$ cat src/rtl/wfb_pkg.sv
// ---------------------------------------------------------------------------
// wfb_pkg
// Shared definitions for the window fetch buffer.
//   wfb_state_e  : control FSM states (IDLE, FETCH, DRAIN, HOLD)
//   MEM_LATENCY  : read latency of the attached synchronous memory, in cycles
//   idx_width()  : width of an index into a GROUP-word window (at least 1 bit)
// ---------------------------------------------------------------------------
package wfb_pkg;

   typedef enum logic [1:0] {
      IDLE  = 2'd0,
      FETCH = 2'd1,
      DRAIN = 2'd2,
      HOLD  = 2'd3
   } wfb_state_e;

   localparam int MEM_LATENCY = 1;

   function automatic int idx_width(input int n);
      return (n > 1) ? $clog2(n) : 1;
   endfunction

endpackage

$ cat src/rtl/wfb_group_shift_buffer.sv
// ---------------------------------------------------------------------------
// group_shift_buffer
// GROUP x DATA_WIDTH register file. One word is written per cycle at an
// explicit index; the whole window is presented in parallel, word 0 in the
// LSBs. Cleared by reset.
// Ports:
//   clk        in   clock, rising edge
//   reset      in   asynchronous, active-high
//   i_wr_en    in   write strobe
//   i_wr_idx   in   slot to write (0..GROUP-1)
//   i_wr_data  in   word to write
//   o_data     out  GROUP*DATA_WIDTH parallel window
// ---------------------------------------------------------------------------
module group_shift_buffer
   import wfb_pkg::*;
#(
   parameter int DATA_WIDTH = 8,
   parameter int GROUP      = 3,
   localparam int IDX_W     = idx_width(GROUP)
) (
   input  logic                        clk,
   input  logic                        reset,
   input  logic                        i_wr_en,
   input  logic [IDX_W-1:0]            i_wr_idx,
   input  logic [DATA_WIDTH-1:0]       i_wr_data,
   output logic [GROUP*DATA_WIDTH-1:0] o_data
);

   logic [DATA_WIDTH-1:0] r_word [GROUP];

   always_ff @(posedge clk or posedge reset) begin
      if (reset) begin
         for (int i = 0; i < GROUP; i++) r_word[i] <= '0;
      end else begin
         for (int i = 0; i < GROUP; i++) begin
            if (i_wr_en && (i_wr_idx == IDX_W'(i))) r_word[i] <= i_wr_data;
         end
      end
   end

   always_comb begin
      o_data = '0;
      for (int i = 0; i < GROUP; i++) o_data[i*DATA_WIDTH +: DATA_WIDTH] = r_word[i];
   end

endmodule

$ cat src/rtl/window_fetch_buffer.sv
// ---------------------------------------------------------------------------
// window_fetch_buffer
// Drives the upstream address counter's enable and issues synchronous memory
// reads at the counter's address, packing GROUP consecutive words into one
// window that is handed out on a valid/ready interface. Repeats for a
// programmed number of windows per job.
//
// Build option: define WFB_PREFETCH_EN to add a second window buffer so the
// next window is fetched while the current one waits for the consumer.
// Without it a single buffer is used and no reads are issued during HOLD.
//
// Ports:
//   clk, reset   clock (rising edge); asynchronous active-high reset
//   start        pulse: begin a job (ignored while busy)
//   num_groups   windows per job, sampled on an accepted start
//   busy / done  job in progress / 1-cycle pulse at job end
//   cnt_en       advance the upstream address counter
//   addr_in      current counter address
//   mem_rd       memory read strobe; mem_addr = addr_in
//   mem_rdata    read data, valid MEM_LATENCY cycle after mem_rd
//   out_valid / out_ready / out_data   window handshake; word 0 in LSBs
// ---------------------------------------------------------------------------
module window_fetch_buffer
   import wfb_pkg::*;
#(
   parameter int ADDR_WIDTH = 8,
   parameter int DATA_WIDTH = 8,
   parameter int GROUP      = 3
) (
   input  logic                        clk,
   input  logic                        reset,
   input  logic                        start,
   input  logic [7:0]                  num_groups,
   output logic                        busy,
   output logic                        done,
   output logic                        cnt_en,
   input  logic [ADDR_WIDTH-1:0]       addr_in,
   output logic                        mem_rd,
   output logic [ADDR_WIDTH-1:0]       mem_addr,
   input  logic [DATA_WIDTH-1:0]       mem_rdata,
   output logic                        out_valid,
   input  logic                        out_ready,
   output logic [GROUP*DATA_WIDTH-1:0] out_data
);

   localparam int              IDX_W    = idx_width(GROUP);
   localparam logic [IDX_W-1:0] LAST_IDX = IDX_W'(GROUP - 1);

   wfb_state_e       r_state, w_state_nxt;
   logic [IDX_W-1:0] r_rd_idx;
   logic [7:0]       r_num_groups;
   logic [7:0]       r_grp_cnt;
   logic             r_done;
   // Read issued in cycle t returns in t+1; these carry the slot index along.
   logic             r_cap_vld;
   logic [IDX_W-1:0] r_cap_idx;

   logic w_fetch, w_last_rd, w_hs, w_last_grp, w_start_ok, w_start_zero;

   assign w_last_rd    = (r_rd_idx == LAST_IDX);
   assign w_hs         = out_valid & out_ready;
   assign w_last_grp   = ((r_grp_cnt + 8'd1) == r_num_groups);
   assign w_start_ok   = (r_state == IDLE) & start & (num_groups != 8'd0);
   assign w_start_zero = (r_state == IDLE) & start & (num_groups == 8'd0);

   assign busy     = (r_state != IDLE);
   assign done     = r_done;
   assign cnt_en   = w_fetch;
   assign mem_rd   = w_fetch;
   assign mem_addr = addr_in;

   always_ff @(posedge clk or posedge reset) begin
      if (reset) begin
         r_state      <= IDLE;
         r_rd_idx     <= '0;
         r_num_groups <= '0;
         r_grp_cnt    <= '0;
         r_done       <= 1'b0;
         r_cap_vld    <= 1'b0;
         r_cap_idx    <= '0;
      end else begin
         r_state   <= w_state_nxt;
         r_done    <= w_start_zero | (w_hs & w_last_grp);
         r_cap_vld <= w_fetch;
         r_cap_idx <= r_rd_idx;
         if (w_fetch) r_rd_idx <= w_last_rd ? '0 : r_rd_idx + IDX_W'(1);
         if (w_start_ok) begin
            r_num_groups <= num_groups;
            r_grp_cnt    <= 8'd0;
         end else if (w_hs) begin
            r_grp_cnt <= r_grp_cnt + 8'd1;
         end
      end
   end

`ifdef WFB_PREFETCH_EN
   // Two window buffers used ping-pong: r_wr_ptr selects the one being filled,
   // r_rd_ptr the one shown on out_data. Handing the read pointer over to a
   // full buffer is the shadow-to-output transfer, so out_valid stays high.
   logic                        r_wr_ptr, r_rd_ptr, r_cap_buf;
   logic [1:0]                  r_full;
   logic [7:0]                  r_issued;   // windows whose reads are all issued
   logic [GROUP*DATA_WIDTH-1:0] w_buf0, w_buf1;
   logic                        w_more, w_more_after, w_cap_last;

   assign w_more       = (r_issued < r_num_groups);
   assign w_more_after = (({1'b0, r_issued} + 9'd1) < {1'b0, r_num_groups});
   assign w_cap_last   = r_cap_vld & (r_cap_idx == LAST_IDX);
   assign out_valid    = r_full[r_rd_ptr];
   assign out_data     = r_rd_ptr ? w_buf1 : w_buf0;

   always_comb begin
      w_state_nxt = r_state;
      w_fetch     = 1'b0;
      case (r_state)
         IDLE:  if (w_start_ok) w_state_nxt = FETCH;
         FETCH: begin
            w_fetch = 1'b1;
            // Chain straight into the next burst when its buffer is free.
            if (w_last_rd && !(w_more_after && !r_full[~r_wr_ptr])) w_state_nxt = DRAIN;
         end
         DRAIN: w_state_nxt = HOLD;
         HOLD: begin
            if (w_hs && w_last_grp)             w_state_nxt = IDLE;
            else if (w_more && !r_full[r_wr_ptr]) w_state_nxt = FETCH;
         end
         default: w_state_nxt = IDLE;
      endcase
   end

   always_ff @(posedge clk or posedge reset) begin
      if (reset) begin
         r_wr_ptr  <= 1'b0;
         r_rd_ptr  <= 1'b0;
         r_cap_buf <= 1'b0;
         r_full    <= 2'b00;
         r_issued  <= 8'd0;
      end else begin
         r_cap_buf <= r_wr_ptr;
         if (w_start_ok) begin
            r_wr_ptr <= 1'b0;
            r_rd_ptr <= 1'b0;
            r_full   <= 2'b00;
            r_issued <= 8'd0;
         end else begin
            if (w_fetch && w_last_rd) begin
               r_issued <= r_issued + 8'd1;
               r_wr_ptr <= ~r_wr_ptr;
            end
            if (w_hs) r_rd_ptr <= ~r_rd_ptr;
            for (int b = 0; b < 2; b++) begin
               if (w_cap_last && (r_cap_buf == 1'(b)))  r_full[b] <= 1'b1;
               else if (w_hs && (r_rd_ptr == 1'(b)))    r_full[b] <= 1'b0;
            end
         end
      end
   end

   group_shift_buffer #(
      .DATA_WIDTH (DATA_WIDTH),
      .GROUP      (GROUP)
   ) u_buf0 (
      .clk       (clk),
      .reset     (reset),
      .i_wr_en   (r_cap_vld & ~r_cap_buf),
      .i_wr_idx  (r_cap_idx),
      .i_wr_data (mem_rdata),
      .o_data    (w_buf0)
   );

   group_shift_buffer #(
      .DATA_WIDTH (DATA_WIDTH),
      .GROUP      (GROUP)
   ) u_buf1 (
      .clk       (clk),
      .reset     (reset),
      .i_wr_en   (r_cap_vld & r_cap_buf),
      .i_wr_idx  (r_cap_idx),
      .i_wr_data (mem_rdata),
      .o_data    (w_buf1)
   );
`else
   assign out_valid = (r_state == HOLD);

   always_comb begin
      w_state_nxt = r_state;
      w_fetch     = 1'b0;
      case (r_state)
         IDLE:  if (w_start_ok) w_state_nxt = FETCH;
         FETCH: begin
            w_fetch = 1'b1;
            if (w_last_rd) w_state_nxt = DRAIN;
         end
         DRAIN: w_state_nxt = HOLD;
         HOLD:  if (w_hs) w_state_nxt = w_last_grp ? IDLE : FETCH;
         default: w_state_nxt = IDLE;
      endcase
   end

   group_shift_buffer #(
      .DATA_WIDTH (DATA_WIDTH),
      .GROUP      (GROUP)
   ) u_buf0 (
      .clk       (clk),
      .reset     (reset),
      .i_wr_en   (r_cap_vld),
      .i_wr_idx  (r_cap_idx),
      .i_wr_data (mem_rdata),
      .o_data    (out_data)
   );
`endif

endmodule

$ cat config.mk
export PLATFORM = sky130hd
export DESIGN_NAME = window_fetch_buffer
export DESIGN_NICKNAME = d
export VERILOG_FILES = /design/src/rtl/wfb_pkg.sv /design/src/rtl/wfb_group_shift_buffer.sv /design/src/rtl/window_fetch_buffer.sv
export SDC_FILE = /design/constraint.sdc
export NUM_CORES = 1
export LEC_CHECK = 0
export BUFFER_PORTS_ARGS = -buffer_cell sky130_fd_sc_hd__clkbuf_2
export CAP_MARGIN = 30
export CORE_ASPECT_RATIO = 0.7
export CORE_MARGIN = 2
export CORE_UTILIZATION = 34
export DETAILED_ROUTE_END_ITERATION = 8
export HOLD_SLACK_MARGIN = 0.12
export SYNTH_ARGS = -nofsm -noshare
export SYNTH_HDL_FRONTEND = slang
export SYNTH_SLANG_ARGS = --single-unit
$ cat constraint.sdc
create_clock -name clk -period 2.15 [get_ports clk]
set_input_delay 0.1075 -clock clk [delete_from_list [all_inputs] [get_ports clk]]
set_output_delay 0.1075 -clock clk [all_outputs]
set_load 0.005 [all_outputs]
==> results by group <==
Run status
  – Outcome: finished, final reports clean

Power and ir drop
  – Maximum vdd ir drop: about 0.66 mV
  – Seq pwr share: 0.408
  – NetSw: about 1.2 mW
  – Power per cell area: 1300 nW/um^2
  – LEAKAGE: between 1 and 1.5 nW
  – Clock power frac: 0.197
  – Combinational share of power: 0.394
  – Sw frac: 0.317
  – Int Power: roughly 2.6 mW

Clock network
  – Deepest clock path buffer count: 2
  – Worst-Skew Late Latency: about 0.30 ns
  – Clk slew on worst S/H paths: roughly 0.080 ns
  – TritonCTS clock tree: yes
  – Inserted Clock Buffers: 5
  – Root Buffer: clkbuf_8
  – Clk sinks: between 40 and 50
  – H-tree depth: 2

Timing
  – Final setup fails: 0
  – Unrepaired setup endpoints after global routing: true
  – Rel. slew slack: 0.604
  – Final Critical Period: 2.10 ns
  – Final Max Tran Viols: 0
  – TNS Setup: 0 ns
  – Least-Margin Pin Slew: between 0.5 and 0.6 ns
  – Post-route clock period utilization: 0.976
  – Layout Skew: 0.00511 ns
  – Fmax: ~0.48 GHz
  – Fin. Hold Viols: 0

Hold path
  – Hold Crit Endpoint: done$_DFF_PP0_
  – Worst min path class: in -> reg
  – Hold wc startpoint: out_ready
  – Number of cells on the worst hold path: 3

Floorplan
  – Die Area: ~7400 sq um
  – IO Pins: between 60 and 70
  – Starting Density: 0.358
  – Die Height: 72.5 um
  – Core Region: roughly 6400 sq um
  – Site Rows: 24
  – Die width: a little over 100 um

Worst setup path
  – Highest cell delay on the worst timing path: ~0.53 ns
  – Critical Path Fanout Max: 2
  – Worst flop-to-flop path startpoint: r_grp_cnt[6]$_DFFE_PP0P_
  – Setup crit end kind: flop
  – Critical path's top delay family: compound AO/OA/AOI/OAI gates
  – Crit-path slowest cell: dlygate4sd3_1
  – R2r setup slk: 0.07 ns
  – Req. time, crit path: roughly 2.3 ns
  – Buf+Inv Stages, Crit Path: 2
  – Startpoint types: primary input
  – Setup CP Type: in -> reg
  – Reg2Reg Depth: 5
  – CP Cell Sequence: dlygate4sd3_1 > clkbuf_2 > or4_1 > o21ai_0 > a221o_1 > mux2_2 > a311o_1
  – Arr. time, crit path: 2.29 ns
  – RR Endpoint: r_state[0]$_DFFE_PP0P_

Global routing
  – Number of global-route vias before repair: about 1.6k
  – Antenna violations before repair: 0
  – Grt ovf: 0
  – Largest net degree at the start of global routing: 20
  – First-pass GRT wire length: ~8000 um
  – Total Routing Usage GR: 0.141

Routing
  – Via count: approximately 1.5k
  – Iteration-0 DRC Markers: 33
  – WL per Instance: roughly 14 um
  – Antenna Nets Post-Route: 0
  – Routed vias/inst: between 4 and 5
  – First drt pass iteration count: 4
  – DRC: 0
  – Detailed Route WL: between 4000 and 5000 um

Finish
  – Share of cells above drive strength 1: 0.431
  – Area grow syn2layout: 30.3%
  – Utilization after layout: 0.467
  – Nets: around 290
  – # diodes: 0
  – Filler cell count: 615

Synthesis
  – Avg Cell Area, Syn: around 13 sq um
  – Ranking of synthesized cells by area: dfrtp_1 53%, mux2_2 16%, xnor2_1 3.8%, buf_4 3.3%, ha_1 2.7%
  – Most numerous cell in the Yosys netlist: dfrtp_1
  – EDFF count, synth: 0
  – Mapped Cells: around 180
  – Sequential area share after synthesis: 0.527
  – Asr flop ratio synth: 1.00
  – Most frequent cells after synthesis: 48 x dfrtp_1, 32 x mux2_2, 12 x nor2_1
  – Synth warn: 0
  – Most used DFF post-synth: dfrtp_1
  – Yosys top cell area share: 0.527
  – Synth Register Bits: between 40 and 50
  – Synth area leader: dfrtp_1
  – Synthesized Nets: 214
  – Syn Std Cell Area: 2280 sq um
  – Netlist cell types: 36

Placement
  – Dpl hpwl: approximately 3500 um
  – RePlAce Congestion: ~0.77
  – Count of input and output buffers: between 40 and 50

Job
  – Max cap viols: 0
==> routing by layer <==
| layer | up-vias | wire length, um | track usage |
|---|---|---|---|
| met5 | - | 0 | 0 |
| met1 | 736 | 2580 | 0.210 |
| met3 | 5 | 169 | 0.0366 |
| li1 | 762 | - | - |
| met4 | 0 | 68 | 0.0489 |
| met2 | 31 | 1950 | 0.200 |
==> registers in the layout, summed over array words and instances (netlist names) <==
register / cells
done: 1
r_cap_idx: 2
r_cap_vld: 1
r_grp_cnt: 8
r_num_groups: 8
r_rd_idx: 2
r_state: 2
u_buf0.o_data: 24
==> cell usage in the layout (no fill, tap or decap), types with 5 or more instances in the layout <==
| master | instances |
|---|---|
| nand2b_1 | 5 |
| clkbuf_2 | 48 |
| dlygate4sd3_1 | 17 |
| xnor2_1 | 10 |
| clkbuf_8 | 5 |
| dfrtp_1 | 47 |
| nand2_1 | 9 |
| xor2_1 | 7 |
| ha_1 | 5 |
| nor2_1 | 12 |
| buf_4 | 13 |
| mux2_2 | 32 |
==> power by group through the flow <==
stage                     Sequential (mW)  Clock (mW)  Combinational, mW
after CTS                            1.58       0.788               1.46
after global routing                 1.64       0.825               1.70
final                                1.58       0.762               1.52
after global placement               1.58           0               1.42
after detailed placement             1.60           0               1.44
after floorplan                      1.57           0              0.934
==> worst reg2reg max path, cell delays in order (launching register included) <==
cell and delay (ns):
dfrtp_1 0.42, nand4_1 0.18, or3_1 0.42, a2111oi_4 0.37, o311ai_2 0.21, a311o_1 0.38
==> area by class of cell <==
class | count | area, sq um | area share
multi-input combinational | 115 | 1000 | 0.336
timing repair buffer | 78 | 508 | 0.171
tap | 91 | 114 | 0.0383
inverter | 5 | 18.8 | 0.00632
clock inverter | 2 | 60.1 | 0.0202
sequential | 48 | 1200 | 0.405
clock buffer | 5 | 68.8 | 0.0232
==> metrics by stage <==
stage	cell area [sq um]	total power [mW]	hold slack (ns)	std cells	setup WS, ns
2_1_floorplan	2280	2.50	0.242	181	0.234
3_3_place_gp	2630	3.00	0.0955	319	0.0787
3_5_place_dp	2630	3.03	0.0893	319	0.0701
5_1_grt	2970	4.16	0.143	344	-0.0119
4_1_cts	2930	3.83	0.129	343	0.0185
6_report	2970	3.86	0.144	344	0.0512
==> logic make-up (layout without fill, tap and decap cells) <==
family                   Yosys count  after routing  share of synthesized area
buffers and inverters             18             90                     0.0505
flip-flops                        48             48                      0.527
adder cells (fa/ha/maj)            5              5                     0.0274
AO/OA/AOI/OAI                     12             12                     0.0417
multiplexers                      37             37                      0.180
XOR/XNOR                          17             17                     0.0653
AND/OR/NAND/NOR                   44             44                      0.108
==> timing repair <==
item | in CTS | in global routing
buffers inserted | 0 | 1
endpoints found under the hold margin | 46 | 0
endpoints found under the setup margin | 0 | 7
hold buffers | 17 | 0
resized for setup | 0 | 8
==> worst max path at each step <==
stage	cells after the start	startpoint	end	slack [ns]
finish	7	num_groups[3]	r_state[0]$_DFFE_PP0P_	0.05
global route	7	num_groups[3]	r_state[0]$_DFFE_PP0P_	-0.01
CTS	7	num_groups[3]	r_state[0]$_DFFE_PP0P_	0.02
detailed placement	5	r_grp_cnt[0]$_DFFE_PP0P_	r_state[0]$_DFFE_PP0P_	0.07
global placement	6	r_grp_cnt[0]$_DFFE_PP0P_	r_state[0]$_DFFE_PP0P_	0.08
floorplan	6	r_grp_cnt[2]$_DFFE_PP0P_	r_state[0]$_DFFE_PP0P_	0.23
Note: power is estimated with default switching activity, not from simulation.
